==> src/rtl/demultiplexer_pkg.sv <==
// -----------------------------------------------------------------------------
// demultiplexer_pkg
// Shared constants for the 1-to-4 registered demultiplexer:
//   - select encodings naming which output a SEL value routes to
//   - default data width
// -----------------------------------------------------------------------------
package demultiplexer_pkg;

  localparam int DEF_WIDTH = 2;
  localparam int DEF_SEL_W = 2;

  localparam logic [1:0] SEL_W_OUT = 2'b00;
  localparam logic [1:0] SEL_X_OUT = 2'b01;
  localparam logic [1:0] SEL_Y_OUT = 2'b10;
  localparam logic [1:0] SEL_Z_OUT = 2'b11;

  localparam int NUM_OUT = 4;

endpackage : demultiplexer_pkg

==> src/rtl/demultiplexer_decode.sv <==
// -----------------------------------------------------------------------------
// demux_decode
// Purely combinational select decode. Maps sel_i to a one-hot enable and gates
// a_i onto the four next-state buses; deselected buses are forced to zero.
//   a_i     : data to route
//   sel_i   : output select
//   en_o    : one-hot enable, bit n set when output n is selected
//   w_d_o .. z_d_o : next-state values for the four output registers
// -----------------------------------------------------------------------------
module demux_decode
  import demultiplexer_pkg::*;
#(
  parameter int WIDTH = DEF_WIDTH,
  parameter int SEL_W = DEF_SEL_W
) (
  input  logic [WIDTH-1:0]   a_i,
  input  logic [SEL_W-1:0]   sel_i,
  output logic [NUM_OUT-1:0] en_o,
  output logic [WIDTH-1:0]   w_d_o,
  output logic [WIDTH-1:0]   x_d_o,
  output logic [WIDTH-1:0]   y_d_o,
  output logic [WIDTH-1:0]   z_d_o
);

  // An unknown select falls into default and enables nothing, so every
  // output clears rather than holding a stale value.
  always_comb begin
    en_o = '0;
    case (sel_i)
      SEL_W_OUT: en_o = 4'b0001;
      SEL_X_OUT: en_o = 4'b0010;
      SEL_Y_OUT: en_o = 4'b0100;
      SEL_Z_OUT: en_o = 4'b1000;
      default:   en_o = '0;
    endcase
  end

  assign w_d_o = en_o[0] ? a_i : '0;
  assign x_d_o = en_o[1] ? a_i : '0;
  assign y_d_o = en_o[2] ? a_i : '0;
  assign z_d_o = en_o[3] ? a_i : '0;

endmodule : demux_decode

==> src/rtl/demultiplexer.sv <==
// -----------------------------------------------------------------------------
// demultiplexer
// 1-to-4 registered demultiplexer. A is routed to exactly one of W/X/Y/Z as
// chosen by SEL; the other three outputs are zero. All outputs are registered,
// giving one clock of latency and no combinational input-to-output path.
// Ports (order kept for existing positional instantiations):
//   W, X, Y, Z : routed outputs for SEL = 00, 01, 10, 11
//   A          : data to route
//   SEL        : output select
//   clk        : rising-edge clock
//   rst_n      : asynchronous active-low reset, clears all outputs
// -----------------------------------------------------------------------------
module demultiplexer
  import demultiplexer_pkg::*;
#(
  parameter int WIDTH = DEF_WIDTH,
  parameter int SEL_W = DEF_SEL_W
) (
  output logic [WIDTH-1:0] W,
  output logic [WIDTH-1:0] X,
  output logic [WIDTH-1:0] Y,
  output logic [WIDTH-1:0] Z,
  input  logic [WIDTH-1:0] A,
  input  logic [SEL_W-1:0] SEL,
  input  logic             clk,
  input  logic             rst_n
);

  // Four outputs need exactly a 2-bit select; reject anything else at build.
  if (SEL_W != 2) begin : g_bad_sel_w
    $error("demultiplexer: SEL_W must be 2");
  end

  logic [NUM_OUT-1:0] en;
  logic [WIDTH-1:0]   w_d, x_d, y_d, z_d;
  logic [WIDTH-1:0]   w_q, x_q, y_q, z_q;

  demux_decode #(
    .WIDTH (WIDTH),
    .SEL_W (SEL_W)
  ) u_decode (
    .a_i   (A),
    .sel_i (SEL),
    .en_o  (en),
    .w_d_o (w_d),
    .x_d_o (x_d),
    .y_d_o (y_d),
    .z_d_o (z_d)
  );

  // Output register stage: every edge reloads all four, so deselected
  // outputs clear rather than hold history.
  always_ff @(posedge clk or negedge rst_n) begin
    if (!rst_n) begin
      w_q <= '0;
      x_q <= '0;
      y_q <= '0;
      z_q <= '0;
    end else begin
      w_q <= w_d;
      x_q <= x_d;
      y_q <= y_d;
      z_q <= z_d;
    end
  end

  assign W = w_q;
  assign X = x_q;
  assign Y = y_q;
  assign Z = z_q;

  // The one-hot enable is informational here; fold it into a no-op use.
  logic unused_en;
  assign unused_en = ^en;

endmodule : demultiplexer

==> config.mk <==
export PLATFORM = sky130hd
export DESIGN_NAME = demultiplexer
export DESIGN_NICKNAME = d
export VERILOG_FILES = /design/src/rtl/demultiplexer_pkg.sv /design/src/rtl/demultiplexer_decode.sv /design/src/rtl/demultiplexer.sv
export SDC_FILE = /design/constraint.sdc
export NUM_CORES = 1
export LEC_CHECK = 0
export ABC_AREA = 1
export CAP_MARGIN = 20
export CORE_AREA = 4 4 41 43
export CTS_CLUSTER_DIAMETER = 60
export DETAILED_ROUTE_END_ITERATION = 7
export DIE_AREA = 0 0 45 47
export PLACE_DENSITY_LB_ADDON = 0.12
export SYNTH_ARGS = -nofsm -noshare
export SYNTH_HDL_FRONTEND = slang
export SYNTH_SLANG_ARGS = --single-unit
==> constraint.sdc <==
create_clock -name clk -period 0.9 [get_ports clk]
set_input_delay 0.18 -clock clk [delete_from_list [all_inputs] [get_ports clk]]
set_output_delay 0.18 -clock clk [all_outputs]
set_load 0.02 [all_outputs]
# Yosys cells after proc, flatten, opt, wreduce, memory -nomap -nowiden
# Index checks and enable logic that the tools add are counted.
[word_totals]
ff_bits = 8
latch_bits = 0
ramBits = 0
mem_bits_ro = 0
word_cells = 13
n_memories = 0
[classes]
n_addsub = 0
multipliers = 0
div = 0
order_cmp = 0
eq_ne = 3
n_shift = 0
muxes = 5
n_bitwise = 0
reduce_logical = 1
[ops]
columns = ["operator", "count"]
rows = [
  ["one-hot mux 4 bit (4 select lines)", 1],
  ["two-way mux 2 bit", 4],
  ["equality test 2 bit (second input constant)", 2],
  ["equality test 2 x 1 -> 1 bit (second input constant)", 1],
  ["zero test 2 bit", 1],
]

# Logic depth before layout (Yosys ltp)
[logic_depth]
word_depth = 3
mapped_depth = 3
mapped_depth_nobuf = 3

# Hierarchy
# Synthesis repeated with hierarchy kept, for this count alone.
[unflattened]
cells_unflattened = 28
hier_area_um2 = 275.3
[modules_own_cells]
columns = ["mod", "n_inst", "cells_each", "area_per_inst_um2", "seq_area_each_um2"]
rows = [
  ["demultiplexer", 1, 8, 200.2, 200.2],
  ["demux_decode", 1, 20, 75.1, 0.0],
]

# Worst setup path after synthesis
# Ideal clock, no wire load.
[synth_timing]
path_type = "flip-flop to output port"
start = "register w_q[0] (netlist: W[0])"
end = "output W[0]"
arrival_ns = 0.416
setup_slack_ns = 0.304
stages_incl_launch_ff = 1
n_path_buf = 0
path_cell_list = "dfrtp_1"
[synth_rtl]
columns = ["item", "line_no", "rtl"]
rows = [
  ["start: declaration", "demultiplexer.sv:36", "logic [WIDTH-1:0] w_q, x_q, y_q, z_q;"],
  ["start signal: assignment", "demultiplexer.sv:60", "w_q <= w_d;"],
  ["end: declaration", "demultiplexer.sv:19", "output logic [WIDTH-1:0] W,"],
]
# No word-level cell between the ends.

# Worst setup path after layout
[layout_timing]
start = "register x_q[0] (netlist: X[0])"
end = "output X[0]"
[layout_rtl]
columns = ["item", "line_no", "rtl"]
rows = [
  ["start: declaration", "demultiplexer.sv:36", ""],
  ["start signal: assignment", "demultiplexer.sv:56", "x_q <= '0;"],
  ["start signal: assignment", "demultiplexer.sv:61", "x_q <= x_d;"],
  ["end: declaration", "demultiplexer.sv:20", "output logic [WIDTH-1:0] X,"],
]
# No word-level cell between the ends.

==> results.yml <==
timing:
  post-route-min-period_ns: 0.940
  slew_headroom: 0.766
  worst_slew_pin_slew_ns: 0.350
  max_freq_ghz: 1.06
  finalSetupTns_ns: -0.256
  hold_viol: 0
  fin_ws_ns: -0.0400
  fin_crit_sh: 1.04
  setup_violations: 8
  slew_violations: 0
  rsz0062_at_grt: "true"
drt:
  vias_per_cell: 3.71
  drt_pass1_iterations: 3
  wire_per_inst_um: 9.09
  drc: 0
  wl_um: 500
  postRouteAntennaNets: 0
  drt-initial-drc-count: 2
  vias: 204
critical_path:
  slowest_stage: "dfrtp_1"
  required_ns: 0.72
  crit_family: "flip-flops"
  path_class: "reg2out"
  slowest_delay_ns: 0.37
  worstPathCellList: "buf_6"
  critPathMaxFanout: 1
  cp-start-kind: "flop"
  crit_arrival_ns: 0.76
  cp-end-kind: "output port"
  critPathBufInv: 1
global_routing:
  grt_usage: 0.0740
  grt_overflow: 0
  antenna_found_initial: 0
  grt_max_degree: 9
  grt_pass1_wl_um: 945
  grt_pass1_vias: 221
die:
  core_area_sq_mm: 0.00130
  die-width_um: 45
  initial_core_util: 0.200
  die_h_um: 47
  ioPinCount: 14
  die-area_sq_mm: 0.00212
  rows: 13
clock_tree:
  clockBufferDepth: 2
  tritoncts: "done"
  htree_levels: 1
  cts_sinks: 8
  clkSlewWorstSetupHoldPaths_ns: 0.05
  root_buffer: "clkbuf_4"
  postCtsSetupBuffers: 0
  cts_buffers: 3
outcome:
  status: "complete, but fails checks"
  failed_checks: "negative setup slack"
place:
  place_area_sq_um: 409
  gp_congestion: 0.702
  port-buffer-count: 13
  dp.cells: 52
layout:
  design_area_sq_um: 442
  drive_gt1_frac: 0.275
  nFillCells: 141
  area_delta_synth_final_pct: 69.7
  finish.net_count: 48
  final-seq-area_sq_um: 200
  multi_input_area_sq_um: 45.0
  n_antenna_cell: 0
  instances_no_fill: 55
run:
  maxCapViolCount: 0
yosys:
  ys_seq_area_frac: 0.769
  yosysWarnings: 0
  ys_types: 4
  netlist_instances: 24
  ys_ff_latch: 8
  avgSynthCellArea_sq_um: 10.8
  synth_area_sq_um: 260
  syn_nets: 30
worst_hold_path:
  hold_path.class: "in2async"
pwr:
  powerDensity_mw_per_mm2: 1710
  p_leak_nw: 0.237
  ir_drop_v: 0.000495
## registers in the layout (all words and copies together) (netlist names)
signal and flops:
Y 2, W 2, X 2, Z 2
## kinds of logic after synthesis
group | after synthesis | synth area share
DFF | 8 | 0.769
buffers and inverters | 4 | 0.0577
and+or+nand+nor | 12 | 0.173
## worst max path at each step
stage | startpoint | cells past startpoint | end | slack [ns]
2_1_floorplan | W[0] | 0 | W[0] | 0.30
3_3_place_gp | Z[1] | 1 | Z[1] | -0.18
3_5_place_dp | X[0] | 1 | X[0] | -0.19
4_1_cts | X[0] | 1 | X[0] | -0.05
5_1_grt | W[1] | 1 | W[1] | -0.07
6_report | X[0] | 1 | X[0] | -0.04
## what timing repair did
action                     CTS  global route
setup endpoints to repair    8             8
hold endpoints to repair     0             0
pin swaps                    0             0
hold buffers                 0             0
gates resized for setup     48             0
## cells in the mapped netlist
library cell | count | area [sq um]
nand2_1 | 4 | 15.0
dfrtp_1 | 8 | 200
inv_1 | 4 | 15.0
nor2_1 | 8 | 30.0
## cells in the final DEF (no fill, tap or decap)
cell,count
nor2_1,8
clkbuf_4,3
inv_1,4
nand2_1,4
dfrtp_1,8
buf_6,8
clkdlybuf4s50_1,5
## power breakdown
part           internal, W  switching (W)  leakage [nW]  total [W]
sequential        0.000374     0.00000592         0.108   0.000380
combinational    0.0000505      0.0000478         0.115  0.0000983
clock             0.000153       0.000123        0.0138   0.000276
## cell type report
type	instances	share of cell area
timing repair buffer	13	0.317
clock buffer	3	0.0510
tap	15	0.0425
multi-input combinational	12	0.102
inverter	4	0.0340
sequential	8	0.453
## per-stage QoR
stage | hold WS, ns | setup WS (ns) | total power [W] | utilization
2_1_floorplan | -0.116 | 0.304 | 0.000419 | -
3_3_place_gp | 0.472 | -0.182 | 0.000479 | 0.314
3_5_place_dp | 0.478 | -0.192 | 0.000480 | 0.314
4_1_cts | 0.206 | -0.0489 | 0.000764 | 0.339
5_1_grt | 0.227 | -0.0715 | 0.000801 | 0.339
6_report | 0.196 | -0.0400 | 0.000754 | 0.339
## routing by layer
| metal | vias up | share of wire | track usage |
|---|---|---|---|
| li1 | 100 | - | - |
| met1 | 87 | 0.37 | 0.0789 |
| met2 | 13 | 0.43 | 0.0791 |
| met3 | 4 | 0.11 | 0.0268 |
| met4 | 0 | 0.082 | 0.140 |
| met5 | - | 0 | 0 |
(Power assumes the default switching activity.)
